--- src/rtl/vga_sync_decoder.sv ---
// Recovers active-area pixel coordinates from raw VGA syncs and declares lock once
// the measured line/frame geometry has matched the configured timing for LOCK_FRAMES frames.
module vga_sync_decoder #(
  parameter int unsigned HD          = 640,
  parameter int unsigned HF          = 16,
  parameter int unsigned HB          = 48,
  parameter int unsigned HPW         = 96,
  parameter int unsigned VD          = 480,
  parameter int unsigned VF          = 10,
  parameter int unsigned VB          = 29,
  parameter int unsigned VPW         = 2,
  parameter int unsigned LOCK_FRAMES = 2
) (
  input  logic       clk_25MHz,
  input  logic       reset,
  input  logic       h_sync,
  input  logic       v_sync,
  input  logic [3:0] r_in,
  input  logic [3:0] g_in,
  input  logic [3:0] b_in,
  output logic [9:0] pix_x,
  output logic [9:0] pix_y,
  output logic [3:0] r_out,
  output logic [3:0] g_out,
  output logic [3:0] b_out,
  output logic       pix_valid,
  output logic       frame_start,
  output logic       locked,
  output logic       sync_err,
  output logic [9:0] h_period,
  output logic [9:0] v_period
);

  localparam int unsigned HTot    = HD + HF + HB + HPW;
  localparam int unsigned VTot    = VD + VF + VB + VPW;
  localparam int unsigned WdRaw   = 2 * HTot - 1;
  localparam logic [9:0]  HTotW   = 10'(HTot);
  localparam logic [9:0]  VTotW   = 10'(VTot);
  localparam logic [9:0]  HStart  = 10'(HPW + HB);
  localparam logic [9:0]  HEnd    = 10'(HPW + HB + HD - 1);
  localparam logic [9:0]  VStart  = 10'(VPW + VB);
  localparam logic [9:0]  VEnd    = 10'(VPW + VB + VD - 1);
  localparam logic [9:0]  CntMax  = 10'd1023;
  localparam logic [9:0]  WdLimit = (WdRaw > 1023) ? CntMax : 10'(WdRaw);
  localparam int unsigned GoodW   = $clog2(LOCK_FRAMES + 1);
  localparam logic [GoodW-1:0] LockCnt = GoodW'(LOCK_FRAMES);

  typedef enum logic [1:0] {StSearch, StTrain, StLocked} state_e;

  logic             r_hs_meta, r_hs_sync, r_hs_prev;
  logic             r_vs_meta, r_vs_sync, r_vs_prev;
  logic [11:0]      r_rgb_d1, r_rgb_d2;
  logic [9:0]       r_hcnt, r_vcnt;
  logic             r_vpend;
  logic [9:0]       r_h_period, r_v_period;
  state_e           r_state;
  logic [GoodW-1:0] r_good_cnt;
  logic             r_frame_bad;
  logic             r_sync_err;
  logic [9:0]       r_pix_x, r_pix_y;
  logic [11:0]      r_rgb_out;
  logic             r_pix_valid, r_frame_start;

  logic             w_line_start, w_frame_edge, w_reload;
  logic [9:0]       w_hcnt_inc, w_vcnt_inc, w_hcnt, w_vcnt;
  logic             w_vpend_nxt, w_h_bad, w_v_bad, w_wd;
  state_e           w_state_nxt;
  logic [GoodW-1:0] w_good_nxt, w_good_inc;
  logic             w_frame_bad_nxt, w_err_nxt;
  logic             w_active, w_pix_valid_nxt;
  logic [9:0]       w_px, w_py;

  // Syncs get a 2-flop synchronizer plus an edge-detect flop; RGB follows the same depth.
  always_ff @(posedge clk_25MHz) begin
    if (reset) begin
      r_hs_meta <= 1'b0;
      r_hs_sync <= 1'b0;
      r_hs_prev <= 1'b0;
      r_vs_meta <= 1'b0;
      r_vs_sync <= 1'b0;
      r_vs_prev <= 1'b0;
      r_rgb_d1  <= '0;
      r_rgb_d2  <= '0;
    end else begin
      r_hs_meta <= h_sync;
      r_hs_sync <= r_hs_meta;
      r_hs_prev <= r_hs_sync;
      r_vs_meta <= v_sync;
      r_vs_sync <= r_vs_meta;
      r_vs_prev <= r_vs_sync;
      r_rgb_d1  <= {r_in, g_in, b_in};
      r_rgb_d2  <= r_rgb_d1;
    end
  end

  assign w_line_start = r_hs_prev & ~r_hs_sync;
  assign w_frame_edge = r_vs_prev & ~r_vs_sync;
  assign w_reload     = w_line_start & (r_vpend | w_frame_edge);

  // w_hcnt/w_vcnt are the counts of the pixel currently at the synchronizer output.
  always_comb begin
    w_hcnt_inc  = (r_hcnt == CntMax) ? CntMax : r_hcnt + 10'd1;
    w_vcnt_inc  = (r_vcnt == CntMax) ? CntMax : r_vcnt + 10'd1;
    w_hcnt      = w_line_start ? 10'd0 : w_hcnt_inc;
    w_vcnt      = r_vcnt;
    w_vpend_nxt = r_vpend | w_frame_edge;
    if (w_reload) begin
      w_vcnt      = 10'd0;
      w_vpend_nxt = 1'b0;
    end else if (w_line_start) begin
      w_vcnt = w_vcnt_inc;
    end
  end

  always_ff @(posedge clk_25MHz) begin
    if (reset) begin
      r_hcnt     <= '0;
      r_vcnt     <= '0;
      r_vpend    <= 1'b0;
      r_h_period <= '0;
      r_v_period <= '0;
    end else begin
      r_hcnt  <= w_hcnt;
      r_vcnt  <= w_vcnt;
      r_vpend <= w_vpend_nxt;
      if (w_line_start) r_h_period <= w_hcnt_inc;
      if (w_reload)     r_v_period <= w_vcnt_inc;
    end
  end

  assign w_h_bad    = w_line_start & (w_hcnt_inc != HTotW);
  assign w_v_bad    = w_reload & (w_vcnt_inc != VTotW);
  assign w_wd       = (w_hcnt == WdLimit);
  assign w_good_inc = r_good_cnt + 1'b1;

  always_comb begin
    w_state_nxt     = r_state;
    w_good_nxt      = r_good_cnt;
    w_frame_bad_nxt = r_frame_bad;
    w_err_nxt       = 1'b0;
    unique case (r_state)
      StSearch: begin
        if (w_reload) begin
          w_state_nxt     = StTrain;
          w_good_nxt      = '0;
          w_frame_bad_nxt = 1'b0;
        end
      end
      StTrain: begin
        if (w_h_bad) begin
          w_good_nxt      = '0;
          w_frame_bad_nxt = 1'b1;
        end
        // A frame only counts if none of its lines was off-length.
        if (w_reload) begin
          w_frame_bad_nxt = 1'b0;
          if (r_frame_bad || w_h_bad || w_v_bad) begin
            w_good_nxt = '0;
          end else begin
            w_good_nxt = w_good_inc;
            if (w_good_inc == LockCnt) w_state_nxt = StLocked;
          end
        end
      end
      StLocked: begin
        if (w_h_bad || w_v_bad) begin
          w_err_nxt   = 1'b1;
          w_state_nxt = StSearch;
        end
      end
      default: w_state_nxt = StSearch;
    endcase
    if (w_wd) begin
      w_err_nxt   = (r_state == StLocked);
      w_state_nxt = StSearch;
    end
  end

  always_ff @(posedge clk_25MHz) begin
    if (reset) begin
      r_state     <= StSearch;
      r_good_cnt  <= '0;
      r_frame_bad <= 1'b0;
      r_sync_err  <= 1'b0;
    end else begin
      r_state     <= w_state_nxt;
      r_good_cnt  <= w_good_nxt;
      r_frame_bad <= w_frame_bad_nxt;
      r_sync_err  <= w_err_nxt;
    end
  end

  assign w_active = (w_hcnt >= HStart) && (w_hcnt <= HEnd) &&
                    (w_vcnt >= VStart) && (w_vcnt <= VEnd);
  assign w_px     = w_hcnt - HStart;
  assign w_py     = w_vcnt - VStart;
  // Gate with the next state so pix_valid never outlives the locked flag.
  assign w_pix_valid_nxt = w_active && (w_state_nxt == StLocked);

  always_ff @(posedge clk_25MHz) begin
    if (reset) begin
      r_pix_x       <= '0;
      r_pix_y       <= '0;
      r_rgb_out     <= '0;
      r_pix_valid   <= 1'b0;
      r_frame_start <= 1'b0;
    end else begin
      r_pix_x       <= w_px;
      r_pix_y       <= w_py;
      r_rgb_out     <= r_rgb_d2;
      r_pix_valid   <= w_pix_valid_nxt;
      r_frame_start <= w_pix_valid_nxt && (w_px == 10'd0) && (w_py == 10'd0);
    end
  end

  assign pix_x       = r_pix_x;
  assign pix_y       = r_pix_y;
  assign r_out       = r_rgb_out[11:8];
  assign g_out       = r_rgb_out[7:4];
  assign b_out       = r_rgb_out[3:0];
  assign pix_valid   = r_pix_valid;
  assign frame_start = r_frame_start;
  assign locked      = (r_state == StLocked);
  assign sync_err    = r_sync_err;
  assign h_period    = r_h_period;
  assign v_period    = r_v_period;

endmodule

--- config.mk ---
export PLATFORM = sky130hd
export DESIGN_NAME = vga_sync_decoder
export DESIGN_NICKNAME = d
export VERILOG_FILES = /design/src/rtl/vga_sync_decoder.sv
export SDC_FILE = /design/constraint.sdc
export NUM_CORES = 1
export LEC_CHECK = 0
export CORE_MARGIN = 4
export CORE_UTILIZATION = 54
export CTS_CLUSTER_DIAMETER = 80
export DETAILED_ROUTE_END_ITERATION = 8
export PLACE_DENSITY = 0.8
export SLEW_MARGIN = 0
export SYNTH_ARGS = -nofsm -noshare
export SYNTH_HDL_FRONTEND = slang
export SYNTH_SLANG_ARGS = --single-unit
--- constraint.sdc ---
create_clock -name clk_25MHz -period 3 [get_ports clk_25MHz]
set_input_delay 0.6 -clock clk_25MHz [delete_from_list [all_inputs] [get_ports clk_25MHz]]
set_output_delay 0.6 -clock clk_25MHz [all_outputs]
set_load 0.01 [all_outputs]
# After elaboration in Yosys (flattened, before gate mapping)
# Index checks and enable logic that the tools add are counted.
[word_totals] input_bits=16 reg_bits=111 out_inout_bits=56
[op_classes] n_lt_le_gt_ge=4 n_reduce_logical=15 muxes=24 add_sub_neg=5 eq_ne=11 bitwise=8
[ops] cell="$mux 10" count=5
[ops] cell="$eq 10x10->1 const B" count=3
[ops] cell="$add 10x1->10 const B" count=2
[ops] cell="$logic_not 10->1" count=2
[ops] cell="$mux 2" count=10
[ops] cell="$ne 10x10->1 const B" count=2
[ops] cell="$ge 10x5->1 const B" count=1
[ops] cell="$ge 10x8->1 const B" count=1
[ops] cell="$le 10x10->1 const B" count=1
[ops] cell="$le 10x9->1 const B" count=1
[ops] cell="$sub 10x5->10 const B" count=1
[ops] cell="$sub 10x8->10 const B" count=1
[ops] cell="$eq 2x2->1 const B" count=3
[ops] cell="$logic_and 1x1->1" count=6
[ops] cell="$mux 1" count=6
[ops] cell="$pmux 2 s3" count=1
[ops] cell="$and 1x1->1" count=5
[ops] cell="$pmux 2 s2" count=1
[ops] cell="$logic_or 1x1->1" count=3
[ops] cell="$ne 3x3->1 const B" count=1
[ops] cell="$reduce_and 3->1" count=1
[ops] cell="$add 2x1->2 const B" count=1
[ops] cell="$eq 2x1->1 const B" count=1
[ops] cell="$logic_not 2->1" count=1
[ops] cell="6 further kinds" count=7

# Longest topological paths before layout
[depth] depth_word=14 mapped_depth=14 depth_no_buf=12

# Least setup slack after synthesis
# OpenSTA, ideal clock, no wires.
[synth_path] path_kind="register -> register" from="register r_vcnt[1]" to="register r_frame_start (netlist: frame_start)" path_stages_with_launch=15 setup_slack_ns=0.229 path_buffers=2 arrival_time_ns=2.683 cell_sequence="dfxtp_1 -> ha_1 -> buf_6 -> and2_0 -> buf_2 -> nand3_1 -> nand2_1 -> a22oi_1 -> inv_1 -> ha_1 -> inv_1 -> or4_1 -> nand2_1 -> o31ai_2 -> nor4_2"
[synth_via] word_cells_on_any_way=24 classes_between="add/sub: 2; order compare: 2; eq/ne: 3; mux: 8; bitwise: 1; reduce/logical: 8"
[synth_lines] item="start: declaration" line_no="53" rtl="logic [9:0] r_hcnt, r_vcnt;"
[synth_lines] item="start signal: assignment" line_no="124" rtl="r_vcnt <= w_vcnt;"
[synth_lines] item="$eq 10x10->1" line_no="103" rtl="w_vcnt_inc = (r_vcnt == CntMax) ? CntMax : r_vcnt + 10'd1;"
[synth_lines] item="$mux 10" line_no="103"
[synth_lines] item="$mux 10" line_no="110" rtl="end else if (w_line_start) begin"
[synth_lines] item="$mux 10" line_no="107" rtl="if (w_reload) begin"
[synth_lines] item="$sub 10x5->10" line_no="196" rtl="assign w_py = w_vcnt - VStart;"
[synth_lines] item="named net w_py[0]" line_no="71" rtl="logic [9:0] w_px, w_py;"
[synth_lines] item="$logic_not 10->1" line_no="212" rtl="r_frame_start <= w_pix_valid_nxt && (w_px == 10'd0) && (w_py == 10'd0);"
[synth_lines] item="$logic_and 1x1->1" line_no="212"
[synth_lines] item="end signal: assignment" line_no="212"
[synth_lines] item="end: declaration" line_no="62" rtl="logic r_pix_valid, r_frame_start;"
# The timed path passes the listed nets, and every way through them passes these cells.
# A chain may end at the register's enable or synchronous reset.

# Worst setup path in the final report
[layout_path] from="register r_vcnt[0]" to="register r_frame_start (netlist: frame_start)"
[layout_via] word_cells_on_any_way=24 classes_between="add/sub: 2; order compare: 2; eq/ne: 3; mux: 8; bitwise: 1; reduce/logical: 8"
[layout_lines] item="$add 10x1->10 / $eq 10x10->1 (equally long branches)" line_no="103"
[layout_lines] item="$mux 10" line_no="103"
[layout_lines] item="$mux 10 *" line_no="110"
[layout_lines] item="$mux 10 *" line_no="107"
[layout_lines] item="$sub 10x5->10 *" line_no="196"
[layout_lines] item="named net w_py[0]" line_no="71"
[layout_lines] item="$logic_not 10->1 *" line_no="212"
[layout_lines] item="$logic_and 1x1->1 *" line_no="212"
# The timed path passes the listed nets; every way through them passes the cells marked *.

==> results.toml <==
[cts]
clk_latency_ns = 0.37
cts.sinks = 107
htreeDepth = 3
cts.root.buffer_cell = "clkbuf_8"
cts_tree = "built"
cts_buffer_depth = 2
path_clk_slew_ns = 0.11
holdBufCountCts = 0
cts_made_buffers = 9

[critical_path]
crit_type = "reg -> reg"
crit_fanout = 9
critical-path-top-delay-family = "simple AND/OR/NAND/NOR gates"
path_cells = "ha_1, and2_0, nand3_1, nand2_1, a22oi_1, inv_1, ha_1, inv_1, or4_1, nand2_1, o31ai_2, nor4_2"
startpoint_type = "flop"
critPathBufInv = 2
critPathSlowestCell = "or4_1"
critPathArrivalTime_ns = 3.08
r2r_start = "r_vcnt[0]"
rr_endpoint = "frame_start"
cp.depth = 12
worstRegToRegCells = 12
r2r_slack_ns = 0.21
required_ns = 3.29
cp-end-kind = "flop"
cpPeakStageDelay_ns = 0.57

[logic_synthesis]
syn_avg_cell_area_um2 = 9.07
yosysTopAreaCellShare = 0.456
synthCells = 518
synth.net_count = 545
yosys.area.top_type = "dfxtp_1"
ys_warn_count = 0
synth_most_common_cell = "dfxtp_1"
ys_seq_area_frac = 0.456
ys_top_cells_by_area = "dfxtp_1 46%, nor2b_1 6.3%, nor2_1 4.8%, ha_1 2.9%, nand2_1 2.5%"
synth_common_cells = "107 x dfxtp_1, 60 x nor2_1, 47 x nor2b_1"
syn_area_um2 = 4700
ys_ff_latch = 107
synth_edf_count = 0
ys_types = 71
synth-main-ff-cell = "dfxtp_1"
synthArstFlopShare = 0

[drt]
wl_per_cell_um = 15.9
drtIter0Drc = 195
vias_per_cell = 5.76
antenna_left = 0
via_count = 3987
drc = 0
finalWirelength_um = 11000
drt_first_pass_iters = 5

[power_and_ir_drop]
p_per_area_nw_per_um2 = 438
cellLeakagePower_nw = 2.12
vdd_drop_max_uv = 309

[global_routing]
grt_pass1_vias = 3884
grt_overflow = 0
track_usage = 0.224
grt_max_degree = 91
grt_pass1_wl_um = 18600
grt_antenna_before_repair = 0

[sta]
final.setup.worst_slack_ns = 0.210
tns_ns = 0
hold_ws_ns = 0.445
clock_skew_ns = 0.00807
fmax_mhz = 358
setup-violations-final = 0
rsz0062_at_grt = "false"
tightest_slew_ns = 0.865
layout_min_cycle_time_ns = 2.79
worst_slew_margin_rel = 0.423
hold_viol = 0
drv_slew = 0
fin_crit_sh = 0.930

[die]
row_count = 33
fp.dieArea_um2 = 10300
chipWidth_um = 101
io_pins = 72
start_util = 0.563
die_y_um = 101
coreArea_um2 = 8340

[min_path]
hold_path.startpoint = "r_rgb_d1[10]"
hold-path-cell-count = 1
holdPathEnd = "r_rgb_d2[10]"
hp-class = "reg -> reg"

[placed_design]
place.gp.congestion = 0.941
dp_hpwl_um = 8010
io_buffers = 71
pre_cts_ws_ns = 0.189

[cells_and_area]
drive_above_1_share = 0.101
fillers = 693
antenna_cells = 0
seq_area_um2 = 2140
multi_input_area_um2 = 2310
nNetsFinal = 609
area_growth_pct = 20.9

[flow_run]
max_cap_viol_count = 0

[status]
outcome = "finished clean"
-- layout make-up --
cell class	count	area share
clock buffers	9	0.0218
inverters	14	0.00925
well taps	105	0.0231
multi-input cells	360	0.407
clock inverters	7	0.0119
flip-flops and latches	107	0.378
repair buffers	90	0.149
-- cell families (layout without fill, tap and decap cells) --
family / after synthesis / count (layout) / synth area share
AND/OR/NAND/NOR: 233 / 233 / 0.272
flip-flops: 107 / 107 / 0.456
AO/OA/AOI/OAI: 100 / 100 / 0.157
buffers and inverters: 51 / 120 / 0.0544
XOR/XNOR: 13 / 13 / 0.0242
adder cells (fa/ha/maj): 11 / 11 / 0.0293
multiplexers: 3 / 3 / 0.00746
-- power by group --
group	internal (mW)	leakage [nW]	switching (mW)
Combinational	0.0836	1.15	0.0769
Clock	0.327	0.0962	0.525
Sequential	1.46	0.875	0.0176
-- timing repair --
action	in CTS	in global routing
setup endpoints to repair	0	2
gates resized for setup	0	4
buffers inserted	0	0
-- per-layer routing --
layer | vias up | global-route usage | wire length (um)
li1 | 1962 | - | -
met1 | 1876 | 0.270 | 4580
met2 | 129 | 0.392 | 5560
met3 | 20 | 0.0517 | 650
met4 | 0 | 0.0746 | 225
met5 | - | 0 | 0
-- cells in the final DEF, fill, tap and decap left out, types with 3 or more instances in the layout --
cell / synthesis / layout
a211oi_1: 11 / 11
a21boi_0: 3 / 3
a21oi_1: 18 / 18
a22oi_1: 4 / 4
a311oi_1: 3 / 3
a31o_2: 4 / 4
a31oi_1: 6 / 6
and2_1: 6 / 6
and3_1: 6 / 6
and4_1: 3 / 3
buf_4: 5 / 19
clkbuf_8: 0 / 9
clkdlybuf4s50_1: 0 / 70
dfxtp_1: 107 / 105
ha_1: 11 / 10
inv_1: 14 / 14
inv_8: 0 / 3
nand2_1: 31 / 31
nand2b_1: 3 / 3
nand3_1: 15 / 15
nand4_1: 13 / 13
nor2_1: 60 / 60
nor2b_1: 47 / 47
nor3_1: 12 / 12
nor4_1: 5 / 5
o211ai_1: 9 / 9
o21ai_0: 10 / 10
o31ai_1: 4 / 4
or2_2: 3 / 3
or3_1: 5 / 5
or4_1: 3 / 3
xnor2_1: 11 / 11
-- how the worst max path moves through the flow --
stage	endpoint	from
floorplan	frame_start	r_vcnt[1]
global placement	frame_start	r_hcnt[1]
detailed placement	frame_start	r_hcnt[1]
CTS	frame_start	r_hcnt[1]
global route	frame_start	r_vcnt[0]
finish	frame_start	r_vcnt[0]
-- registers in the layout (all words and copies together), names as in the netlist, 2 cells and up --
name and flops:
r_vcnt 10, r_state 2, v_period 10, h_period 10, pix_x 6, pix_y 10
r_hcnt 10, r_rgb_d2 12, r_rgb_d1 12, r_good_cnt 2, r_rgb_out 12
-- stage by stage --
stage / power (mW) / area [um2] / util / instances
detailed placement: 1.67 / 5470 / 0.656 / 676
finish: 2.49 / 5680 / 0.681 / 692
global route: 2.60 / 5680 / 0.681 / 692
global placement: 1.66 / 5470 / 0.656 / 676
CTS: 2.52 / 5660 / 0.679 / 692
floorplan: 1.59 / 4700 / - / 518
Power figures use the tool's default switching activity.
